## src/rtl/serial_subtractor.sv

```systemverilog
// Bit-serial unsigned subtractor: computes a - b one bit pair per clock,
// LSB first, and reports the WIDTH-bit difference plus the final borrow.
module serial_subtractor #(
    parameter int WIDTH = 8
) (
    input  logic             clk,
    input  logic             rst_n,
    input  logic             start,
    input  logic [WIDTH-1:0] a,
    input  logic [WIDTH-1:0] b,
    output logic             busy,
    output logic             done,
    output logic [WIDTH-1:0] diff,
    output logic             bout
);

    localparam int CW = $clog2(WIDTH + 1);
    localparam logic [CW-1:0] LAST = CW'(WIDTH - 1);

    typedef enum logic [1:0] {
        IDLE,
        SHIFT,
        DONE
    } state_t;

    state_t           state_q, state_d;
    logic [WIDTH-1:0] aSh_q, aSh_d;
    logic [WIDTH-1:0] bSh_q, bSh_d;
    logic [WIDTH-1:0] res_q, res_d;
    logic             borrow_q, borrow_d;
    logic [CW-1:0]    count_q, count_d;
    logic [WIDTH-1:0] diff_q, diff_d;
    logic             bout_q, bout_d;

    logic bitA;
    logic bitB;
    logic diffBit;
    logic borrowNext;

    // All state, including the published result, is cleared immediately on reset
    always_ff @(posedge clk or negedge rst_n) begin
        if (!rst_n) begin
            state_q  <= IDLE;
            aSh_q    <= '0;
            bSh_q    <= '0;
            res_q    <= '0;
            borrow_q <= 1'b0;
            count_q  <= '0;
            diff_q   <= '0;
            bout_q   <= 1'b0;
        end else begin
            state_q  <= state_d;
            aSh_q    <= aSh_d;
            bSh_q    <= bSh_d;
            res_q    <= res_d;
            borrow_q <= borrow_d;
            count_q  <= count_d;
            diff_q   <= diff_d;
            bout_q   <= bout_d;
        end
    end

    // Next-state logic: accept in IDLE, one full-subtractor step per SHIFT edge,
    // publish diff/bout only on the last step so partial results never show
    always_comb begin
        state_d    = state_q;
        aSh_d      = aSh_q;
        bSh_d      = bSh_q;
        res_d      = res_q;
        borrow_d   = borrow_q;
        count_d    = count_q;
        diff_d     = diff_q;
        bout_d     = bout_q;

        bitA       = aSh_q[0];
        bitB       = bSh_q[0];
        diffBit    = bitA ^ bitB ^ borrow_q;
        borrowNext = (~bitA & bitB) | (~(bitA ^ bitB) & borrow_q);

        case (state_q)
            IDLE: begin
                if (start) begin
                    aSh_d    = a;
                    bSh_d    = b;
                    res_d    = '0;
                    borrow_d = 1'b0;
                    count_d  = '0;
                    state_d  = SHIFT;
                end
            end
            SHIFT: begin
                aSh_d    = {1'b0, aSh_q[WIDTH-1:1]};
                bSh_d    = {1'b0, bSh_q[WIDTH-1:1]};
                res_d    = {diffBit, res_q[WIDTH-1:1]};
                borrow_d = borrowNext;
                count_d  = count_q + CW'(1);
                if (count_q == LAST) begin
                    diff_d  = {diffBit, res_q[WIDTH-1:1]};
                    bout_d  = borrowNext;
                    state_d = DONE;
                end
            end
            DONE: begin
                state_d = IDLE;
            end
            default: begin
                state_d = IDLE;
            end
        endcase
    end

    assign busy = (state_q != IDLE);
    assign done = (state_q == DONE);
    assign diff = diff_q;
    assign bout = bout_q;

endmodule

```

## config.mk

```make
export PLATFORM = sky130hd
export DESIGN_NAME = serial_subtractor
export DESIGN_NICKNAME = d
export VERILOG_FILES = /design/src/rtl/serial_subtractor.sv
export SDC_FILE = /design/constraint.sdc
export NUM_CORES = 1
export LEC_CHECK = 0
export ABC_AREA = 1
export CAP_MARGIN = 20
export CORE_MARGIN = 4
export CORE_UTILIZATION = 35
export CTS_BUF_LIST = sky130_fd_sc_hd__clkbuf_4 sky130_fd_sc_hd__clkbuf_8 sky130_fd_sc_hd__clkbuf_16
export CTS_CLUSTER_DIAMETER = 80
export CTS_CLUSTER_SIZE = 8
export DETAILED_ROUTE_END_ITERATION = 10
export SYNTH_ARGS = -nofsm -noshare
export SYNTH_HDL_FRONTEND = slang
export SYNTH_SLANG_ARGS = --single-unit
```

## constraint.sdc

```tcl
create_clock -name clk -period 1.5 [get_ports clk]
set_input_delay 0.3 -clock clk [delete_from_list [all_inputs] [get_ports clk]]
set_output_delay 0.3 -clock clk [all_outputs]
set_load 0.01 [all_outputs]
```

==> metrics.cfg <==
[run_status]
outcome=completed

[sta]
fin_skew_ps=4.022
setup_tns_ps=0
whs_ps=471.6
slew_headroom_pct=82.77
rsz0062_at_grt=no
worst-slew-pin-transition_ps=257.8
fmax_ghz=0.7104
report.final.slew_viol_count=0
setup_viol=0
fin_crit_sh_pct=93.84
hold_violations=0
period_minus_slack_ps=1408

[drt]
drc_errors=0
firstDrtPassIters=4
wl_mm=3.653
vias=1383
vias_per_cell=4.610
ant_nets=0
drt-wirelength-per-cell_um=12.18
drt_iter0_drc=124

[cells_and_area]
finalNonFillerCells=300
diodes=0
nNetsFinal=253
drive_above_1_share_pct=10.30
fillers=491
synthToLayoutAreaGrowth_pct=27.82

[clock_tree]
cts_sinks=39
cts.reportedPaths.clkPinSlew_ps=70
clock_latency_ps=290
cts_tree=built
htree_num_levels=2
clock_path_buffers=2
cts_buffers=5
cts_setup_buffers=0
cts_root_buf=clkbuf_8

[placed_design]
dp.cells=291
portBuffers=29
dpl.hpwl_mm=2.532
gp_congestion=0.7555

[worst_setup_path]
worstSetupStartpointType=flop
cp_max_fo=3
r2r-start=state_q[1]
crit_required_ps=1200
cp-end-kind=primary output
startpoint=state_q[1]
crit_type=reg2out
crit_arrival_ps=1110

[synth]
ys_types=19
syn_inst=198
yosysSeqAreaShare_pct=56.07
synth_seq_cells=39
synth_area_um2=1740
post_synth.cell_area_avg_um2=8.790
syn_nets=219
ys_warn_count=0

[power]
p_sw_mw=1.536
p_total_mw=4.164
powerDensity_nw_per_um2=1872
leakagePower_nw=1.175
sw_frac_of_total_pct=36.89
combPwrFrac_pct=37.9
vdd_drop_max_v=0.0006791
internal_power_mw=2.628
seqPwrFrac_pct=43.4
clkPwrFrac_pct=18.8

[floorplanning]
core-area_um2=4755
die_h_um=78.52
die_area_um2=6165
io_pins=30
initial_utilization_pct=36.61
rows=25
die_w_um=78.52

[grt]
grt_max_degree=40
grt_pass1_wl_mm=6.555
grt_use_total_pct=13.73
overflow=0
grt_pass1_vias=1403
antenna_found_initial=0

[min_path]
hp-class=reg2reg
min_from=diff[6]

[job]
cap_viol_max_count=0

-- flip-flops by register name, summed over array words and instances, names as in the netlist --
signal and flops:
aSh_q 8, res_q 7, count_q 4, diff 8, state_q 2, borrow_q 1
bout 1, bSh_q 8
-- power by group through the flow --
| stage | registers (mW) | clock network [mW] | logic (mW) |
|---|---|---|---|
| finish | 1.81 | 0.782 | 1.58 |
| global route | 1.87 | 0.863 | 1.81 |
| CTS | 1.81 | 0.809 | 1.64 |
| detailed placement | 1.82 | 0 | 1.65 |
| global placement | 1.82 | 0 | 1.64 |
| floorplan | 1.82 | 0 | 1.11 |
-- path summary, 6_finish.rpt --
check	to	slack, ps	cells after the start
max in group asynchronous	diff[1]	800	3
worst min register to register	diff[6]	470	2
min in group asynchronous	aSh_q[3]	500	3
worst max register to register	bSh_q[5]	220	6
worst max-delay path	done	90	3
worst min-delay path	diff[6]	470	2
-- cell usage after synthesis, drive strengths merged --
cell type / instances / share of area, %
nand2: 70 / 15
buf: 9 / 4.7
nor2: 7 / 2.1
nand3: 57 / 16
o22ai: 1 / 0.36
a21oi: 1 / 0.29
dfrtp: 39 / 56
clkbuf: 2 / 0.43
inv: 7 / 1.5
ha: 1 / 0.72
nand4: 1 / 0.36
fa: 1 / 1.2
o21ai: 2 / 0.58
-- critical path, stage by stage (launching register included) --
cell and delay, ps:
dfrtp_1 400, inv_2 90, nor2_1 50, dlygate4sd2_1 280
-- repair_timing --
action | CTS | global route
pin swaps | 0 | 1
resized for setup | 3 | 9
endpoints found under the hold margin | 39 | 0
endpoints found under the setup margin | 3 | 9
hold buffers | 1 | 0
-- through the flow --
| step | setup WS [ps] | instance area, µm² | utilization [%] |
|---|---|---|---|
| after floorplan | 342.5 | 1740 | - |
| after global placement | 135.9 | 2093 | 44.03 |
| after detailed placement | 129.6 | 2093 | 44.03 |
| after CTS | 1.090 | 2203 | 46.34 |
| after global routing | 7.565 | 2225 | 46.79 |
| final | 92.34 | 2225 | 46.79 |
-- area by class of cell --
type	count	area [µm²]	share of cell area, %
Multi-Input combinational cell	141	649.4	29.19
Timing Repair Buffer	38	385.4	17.32
Tap cell	67	83.83	3.768
Inverter	7	26.28	1.181
Clock buffer	8	103.9	4.668
Sequential cell	39	975.9	43.87
-- placed cells by master, fill, tap and decap left out, types with 2 or more instances in the layout --
cell             instances
nor2_1                   5
buf_4                    7
dfrtp_1                 39
nand2_1                 68
inv_2                    3
inv_1                    4
clkdlybuf4s50_1         17
dlymetal6s2s_1           8
o21ai_1                  2
clkbuf_8                 7
nand2_2                  2
dlygate4sd2_1            2
nand3_1                 57
-- routing by layer --
metal	GRT usage [%]	part of all wire, %	vias up
met3	4.243	3.3	4
met4	5.245	1.4	0
li1	-	-	714
met2	21.56	48	24
met1	17.68	47	641
met5	0	0	-
-- kinds of logic after synthesis --
group                      synth area share (%)
DFF                                       56.07
AOI/OAI and AO/OA                         1.222
buffers and inverters                     6.613
adders and majority gates                 1.869
and+or+nand+nor                           34.22
Note: power is estimated with default switching activity, not from simulation.
